$ cat src/rtl/riscv_run_pkg.sv
// Shared types and constants for the RISC-V run controller: FSM state encoding
// and the default completion-mailbox address.
package riscv_run_pkg;

  typedef enum logic [2:0] {
    ST_IDLE,
    ST_LOAD,
    ST_HOLD,
    ST_RUN,
    ST_DONE
  } run_state_e;

  localparam logic [31:0] TOHOST_ADDR_DEFAULT = 32'h0000_0FFC;

endpackage

$ cat src/rtl/riscv_sat_counter.sv
// Width-parameterised up-counter with synchronous clear and enable.
// The count sticks at all-ones instead of wrapping.
module riscv_sat_counter #(
  parameter int W = 32
) (
  input  logic         clk,
  input  logic         rst_i,
  input  logic         clr_i,
  input  logic         en_i,
  output logic [W-1:0] cnt_o
);

  logic [W-1:0] cnt_q;
  logic [W-1:0] cnt_d;

  always_comb begin
    cnt_d = cnt_q;
    if (clr_i) begin
      cnt_d = '0;
    end else if (en_i && (cnt_q != '1)) begin
      cnt_d = cnt_q + W'(1);
    end
  end

  // NOTE: sequential state uses non-blocking assignments only, so every flop
  // samples the pre-edge value regardless of block evaluation order.
  always_ff @(posedge clk or posedge rst_i) begin
    if (rst_i) begin
      cnt_q <= '0;
    end else begin
      cnt_q <= cnt_d;
    end
  end

  assign cnt_o = cnt_q;

endmodule

$ cat src/rtl/riscv_run_ctrl.sv
// Test-harness controller for a RISC-V core: streams a program into instruction
// memory, holds the core in reset, runs it and watches the tohost mailbox.
module riscv_run_ctrl
  import riscv_run_pkg::*;
#(
  parameter int              XLEN         = 32,
  parameter int              IMEM_AW      = 8,
  parameter int              RESET_CYCLES = 2,
  parameter int              TIMEOUT      = 1000,
  parameter int              CNT_W        = 32,
  parameter logic [XLEN-1:0] TOHOST_ADDR  = XLEN'(TOHOST_ADDR_DEFAULT)
) (
  input  logic               clk,
  input  logic               reset,
  input  logic               start,
  input  logic               ld_valid,
  output logic               ld_ready,
  input  logic [31:0]        ld_data,
  input  logic               ld_last,
  output logic               imem_we,
  output logic [IMEM_AW-1:0] imem_addr,
  output logic [31:0]        imem_wdata,
  output logic               core_reset,
  input  logic               retire,
  input  logic               dmem_we,
  input  logic [XLEN-1:0]    dmem_addr,
  input  logic [XLEN-1:0]    dmem_wdata,
  output logic               busy,
  output logic               done,
  output logic               pass,
  output logic               timeout,
  output logic [XLEN-2:0]    exit_code,
  output logic [CNT_W-1:0]   cycle_count,
  output logic [CNT_W-1:0]   retire_count
);

  // A zero-length hold would skip the core reset entirely, so clamp to one.
  localparam int                 HOLD_N       = (RESET_CYCLES < 1) ? 1 : RESET_CYCLES;
  localparam int                 HOLD_W       = $clog2(HOLD_N + 1);
  localparam logic [HOLD_W-1:0]  HOLD_LAST    = HOLD_W'(HOLD_N - 1);
  localparam logic [IMEM_AW-1:0] ADDR_MAX     = '1;
  localparam logic [CNT_W-1:0]   TIMEOUT_LAST = CNT_W'(TIMEOUT - 1);

  run_state_e         state_q;
  logic [IMEM_AW-1:0] addr_q;
  logic [HOLD_W-1:0]  hold_q;
  logic               pass_q;
  logic               timeout_q;
  logic [XLEN-2:0]    exit_q;

  logic launch;
  logic xfer;
  logic tohost_hit;
  logic run_expired;

  assign launch      = start && ((state_q == ST_IDLE) || (state_q == ST_DONE));
  assign xfer        = ld_valid && ld_ready;
  assign tohost_hit  = dmem_we && (dmem_addr == TOHOST_ADDR) && (dmem_wdata != '0);
  // Evaluated before this cycle's increment: the TIMEOUT-th run cycle is the last.
  assign run_expired = (cycle_count >= TIMEOUT_LAST);

  // NOTE: the asynchronous reset clears only control flops; the instruction
  // memory lives outside this block and its contents are never reset.
  always_ff @(posedge clk or posedge reset) begin
    if (reset) begin
      state_q   <= ST_IDLE;
      addr_q    <= '0;
      hold_q    <= '0;
      pass_q    <= 1'b0;
      timeout_q <= 1'b0;
      exit_q    <= '0;
    end else begin
      unique case (state_q)
        ST_IDLE, ST_DONE: begin
          if (start) begin
            state_q   <= ST_LOAD;
            addr_q    <= '0;
            pass_q    <= 1'b0;
            timeout_q <= 1'b0;
            exit_q    <= '0;
          end
        end
        ST_LOAD: begin
          if (xfer) begin
            if (addr_q != ADDR_MAX) begin
              addr_q <= addr_q + IMEM_AW'(1);
            end
            // A full memory ends the load as if ld_last had been seen.
            if (ld_last || (addr_q == ADDR_MAX)) begin
              state_q <= ST_HOLD;
              hold_q  <= '0;
            end
          end
        end
        ST_HOLD: begin
          if (hold_q == HOLD_LAST) begin
            state_q <= ST_RUN;
          end else begin
            hold_q <= hold_q + HOLD_W'(1);
          end
        end
        ST_RUN: begin
          if (tohost_hit) begin
            pass_q  <= (dmem_wdata == XLEN'(1));
            exit_q  <= dmem_wdata[XLEN-1:1];
            state_q <= ST_DONE;
          end else if (run_expired) begin
            timeout_q <= 1'b1;
            state_q   <= ST_DONE;
          end
        end
        default: begin
          state_q <= ST_IDLE;
        end
      endcase
    end
  end

  riscv_sat_counter #(.W(CNT_W)) u_cycle_cnt (
    .clk   (clk),
    .rst_i (reset),
    .clr_i (launch),
    .en_i  (state_q == ST_RUN),
    .cnt_o (cycle_count)
  );

  riscv_sat_counter #(.W(CNT_W)) u_retire_cnt (
    .clk   (clk),
    .rst_i (reset),
    .clr_i (launch),
    .en_i  ((state_q == ST_RUN) && retire),
    .cnt_o (retire_count)
  );

  assign ld_ready   = (state_q == ST_LOAD);
  assign imem_we    = xfer;
  assign imem_addr  = addr_q;
  assign imem_wdata = ld_data;
  assign core_reset = (state_q != ST_RUN);
  assign busy       = (state_q == ST_LOAD) || (state_q == ST_HOLD) || (state_q == ST_RUN);
  assign done       = (state_q == ST_DONE);
  assign pass       = pass_q;
  assign timeout    = timeout_q;
  assign exit_code  = exit_q;

endmodule

$ cat config.mk
export PLATFORM = sky130hd
export DESIGN_NAME = riscv_run_ctrl
export DESIGN_NICKNAME = d
export VERILOG_FILES = /design/src/rtl/riscv_run_pkg.sv /design/src/rtl/riscv_sat_counter.sv /design/src/rtl/riscv_run_ctrl.sv
export SDC_FILE = /design/constraint.sdc
export NUM_CORES = 1
export LEC_CHECK = 0
export CAP_MARGIN = 10
export CORE_ASPECT_RATIO = 0.6
export CORE_UTILIZATION = 45
export CTS_CLUSTER_DIAMETER = 80
export DETAILED_ROUTE_END_ITERATION = 10
export GPL_TIMING_DRIVEN = 0
export PLACE_DENSITY = 0.87
export SLEW_MARGIN = 20
export SYNTH_ARGS = -nofsm -noshare
export SYNTH_HDL_FRONTEND = slang
export SYNTH_SLANG_ARGS = --single-unit
export TNS_END_PERCENT = 10
$ cat constraint.sdc
create_clock -name clk -period 5.9 [get_ports clk]
set_clock_uncertainty 0.15 [all_clocks]
set_input_delay 0.885 -clock clk [delete_from_list [all_inputs] [get_ports clk]]
set_output_delay 0.885 -clock clk [all_outputs]
set_load 0.02 [all_outputs]
==> impl_metrics.csv, run 1 <==
group,metric,value,unit
run_status,outcome,"completed",
grt,grt_max_degree,79,
power,ir_drop,0.000164,V
floorplanning,die_y,94.3,um
timing,fmax,236,MHz
routing,drt_iter0_drc,431,
logic_synthesis,ys_ff_latch,110,
power,p_total,2.04,mW
logic_synthesis,synth.yosys.seq_area_share,43.1,%
power,clock_power_share,28.7,%
worst_setup_path,slowest_delay,700,ps
cts,clk_path_buf_depth,2,
logic_synthesis,syn-num-nets,815,
routing,wirelength,19900,um
worst_setup_path,startpoint,"state_q[2]",
cells_and_area,layout_common_cells,"clkdlybuf4s50_1, dfrtp_1, nand2_1, nor2_1, inv_1",
cts,cts.htree.levels,3,
worst_setup_path,cp.required,4870,ps
logic_synthesis,syn-cell-area,6390,um^2
floorplanning,rows,33,
worst_setup_path,start_kind,"register",
cts,cts_resized,0,
timing,period_share,71.9,%
grt,grt_use_total,27.4,%
floorplanning,fp.dieW,156,um
grt,grt_pass1_wl,31400,um
min_path,hold_class,"reg2reg",
timing,finalMaxSlewViolations,0,
placement,hpwl,15000,um
logic_synthesis,syn_inst,708,
logic_synthesis,synth_largest_area_cell,"dfrtp_1",
power,p_leak,3.93,nW
flow_run,maxCapViolations,0,
worst_setup_path,endpoint_kind,"output pin",
cells_and_area,final_common_cell,"clkdlybuf4s50_1",
worst_setup_path,rr_startpoint,"state_q[1]",
worst_setup_path,cp.arrival,3210,ps
worst_setup_path,crit_chain,"clkbuf_1 -> and3b_1 -> bufbuf_16 -> inv_1 -> clkbuf_1 -> buf_1 -> clkdlybuf4s50_1",
power,power_frac_comb,30.9,%
placement,gp_congestion,0.941,
min_path,hp-start,"timeout",
logic_synthesis,ys_warn_count,0,
cts,cts_hold_buf,0,
timing,setup_ws,1660,ps
routing,drtPass1Iterations,5,
routing,vias,6437,
cts,clock-sinks,110,
timing,slew_headroom,37.0,%
floorplanning,num_io_pins,245,
timing,min_period,4240,ps
logic_synthesis,yosys-top-cells-area,"dfrtp_1, mux2i_1, nand2_1, buf_4, nand4_1",
placement,io_buffers,212,
cells_and_area,diodes,0,
floorplanning,die-area,14700,um^2
placement,dpl-instance-area,8790,um^2
cells_and_area,layout.nets,1039,
logic_synthesis,synth_edf_count,0,
timing,hold_viol_final,0,
worst_setup_path,worst-setup-path-type,"reg2out",
worst_setup_path,cpLargestDelayFamily,"buffers and inverters",
logic_synthesis,synth.distinct_cells,57,
worst_setup_path,cp_max_fo,10,
cts,postCtsSetupRepairBufs,0,
power,net-switching-power,0.709,mW
cts,path_clk_slew,70,ps
grt,antenna_found_initial,0,
routing,wire_per_inst,17.6,um
logic_synthesis,avgSynthCellArea,9.03,um^2
placement,place_ws,2100,ps
routing,drtAntennaViolNets,0,
cells_and_area,final_area,9070,um^2
timing,setup_viol,0,
cells_and_area,final_layout_size_suffix_gt1_share,7.36,%
timing,worst_pin_slew,937,ps
routing,vias_per_cell,5.70,
floorplanning,start_util,46.5,%
worst_setup_path,crit_top_cell,"clkbuf_1",
cts,clk_latency,360,ps
cells_and_area,area_delta_synth_final,41.9,%
worst_setup_path,cp_num_buf_inv,6,
logic_synthesis,yosys.area.top_type_share,43.1,%
worst_setup_path,cp_slowest_cell,"clkdlybuf4s50_1",
cts,cts_tree,"built",
cts,clockRootBuffer,"clkbuf_16",
cts,cts_inserted_buffers,9,
logic_synthesis,synth_top_flop_cell,"dfrtp_1",
power,powerDensity,225,nW/um^2
grt,grt_pass1_vias,5940,
timing,rsz0062_at_grt,"false",
power,power_frac_seq,40.4,%
floorplanning,core,13700,um^2
grt,grt-ovfl-total,0,
power,sw_frac_of_total,34.8,%
power,power.internal,1.33,mW
logic_synthesis,async_flop_share,100,%
routing,drc_errors,0,
timing,final.setup.tns,0,ps
## sequential cells by signal (all words and copies together) (netlist names)
register,cells
hold_q,2
exit_code,31
u_cycle_cnt.cnt_o,32
state_q,3
u_retire_cnt.cnt_o,32
timeout,1
imem_addr,8
pass,1
## path summary, 6_finish.rpt
path	to	slack, ps	depth (start not counted)
worst min register to register	timeout	340	2
worst max register to register	u_cycle_cnt.cnt_o[28]	2940	6
min in group asynchronous	exit_code[8]	730	2
worst min-delay path	timeout	340	2
max in group asynchronous	imem_addr[0]	4190	3
worst max-delay path	core_reset	1660	7
## synth_stat cells, drive strengths merged (2+ instances only)
cell,instances
ha,4
mux2i,38
inv,44
o211ai,9
a21oi,41
buf,42
o21a,2
and3,9
or2,2
nor3,16
nand2,85
a211oi,3
nand2b,3
nor2b,2
nor4b,2
nand3,26
clkbuf,25
a31oi,10
and2,4
a311oi,2
or4b,2
o31ai,25
xor2,3
o21ai,20
dfrtp,110
and4,9
or4,25
xnor2,7
a41o,8
nor4,21
nor3b,3
nor2,47
or3,11
nand4,33
## logic make-up (layout without fill, tap and decap cells)
family,after synthesis,after routing,synth area share [%]
simple gates,304,304,25.5
compound gates,129,129,13.1
buf+inv,112,341,10.0
flops,110,110,43.1
mux,39,39,6.13
xor+xnor,10,10,1.37
fa+ha+maj,4,4,0.783
## power groups by stage
stage	Sequential, mW	Clock [mW]	Combinational, mW
global placement	0.835	0	0.607
CTS	0.822	0.593	0.627
finish	0.823	0.584	0.629
detailed placement	0.836	0	0.623
global route	0.828	0.618	0.682
floorplan	0.859	0	0.326
## metrics by stage
| step | hold WS, ps | utilization, % | cells |
|---|---|---|---|
| after detailed placement | 330 | 63.9 | 1113 |
| after global routing | 395 | 65.9 | 1129 |
| after CTS | 347 | 65.9 | 1129 |
| final | 340 | 65.9 | 1129 |
| after floorplan | 320 | - | 708 |
| after global placement | 312 | 63.7 | 1112 |
## cell type report
cell class,count,area (um^2)
Inverter,44,170
Timing Repair Buffer,213,2150
Buffer,68,474
Multi-Input combinational cell,486,3000
Clock buffer,10,229
Fill cell,1123,4680
Tap cell,192,240
Clock inverter,6,46.3
Sequential cell,110,2750
## metal layers
| layer | routed length (um) | global-route usage, % | up-vias |
|---|---|---|---|
| met4 | 246 | 6.86 | 0 |
| met3 | 2210 | 8.16 | 24 |
| met1 | 8960 | 40.0 | 3065 |
| met5 | 0 | 0 | - |
| li1 | - | - | 3007 |
| met2 | 8500 | 39.3 | 341 |
## worst register-to-register path, delay by kind of cell, from the launching register on
| kind | cells | cell delay [ps] |
|---|---|---|
| buffers and inverters | 4 | 1770 |
| and+or+nand+nor | 1 | 430 |
| DFF | 1 | 360 |
| AOI/OAI and AO/OA | 1 | 110 |
Power figures use the tool's default switching activity.
==> run 2: changes to the inputs <==
- clock period: 5.9 -> 4.4 ns (I/O delays scaled with it)
==> results of run 2 <==
The final DEF is identical to that of run 1. Status: completed.
Among the figures that moved: setup slack after placement 2100 ps -> 822 ps; setup slack after layout 1660 ps -> 385 ps; register-to-register setup slack 2940 ps -> 1440 ps; total power 2.04 mW -> 2.73 mW; worst IR drop on VDD 0.000164 V -> 0.000220 V
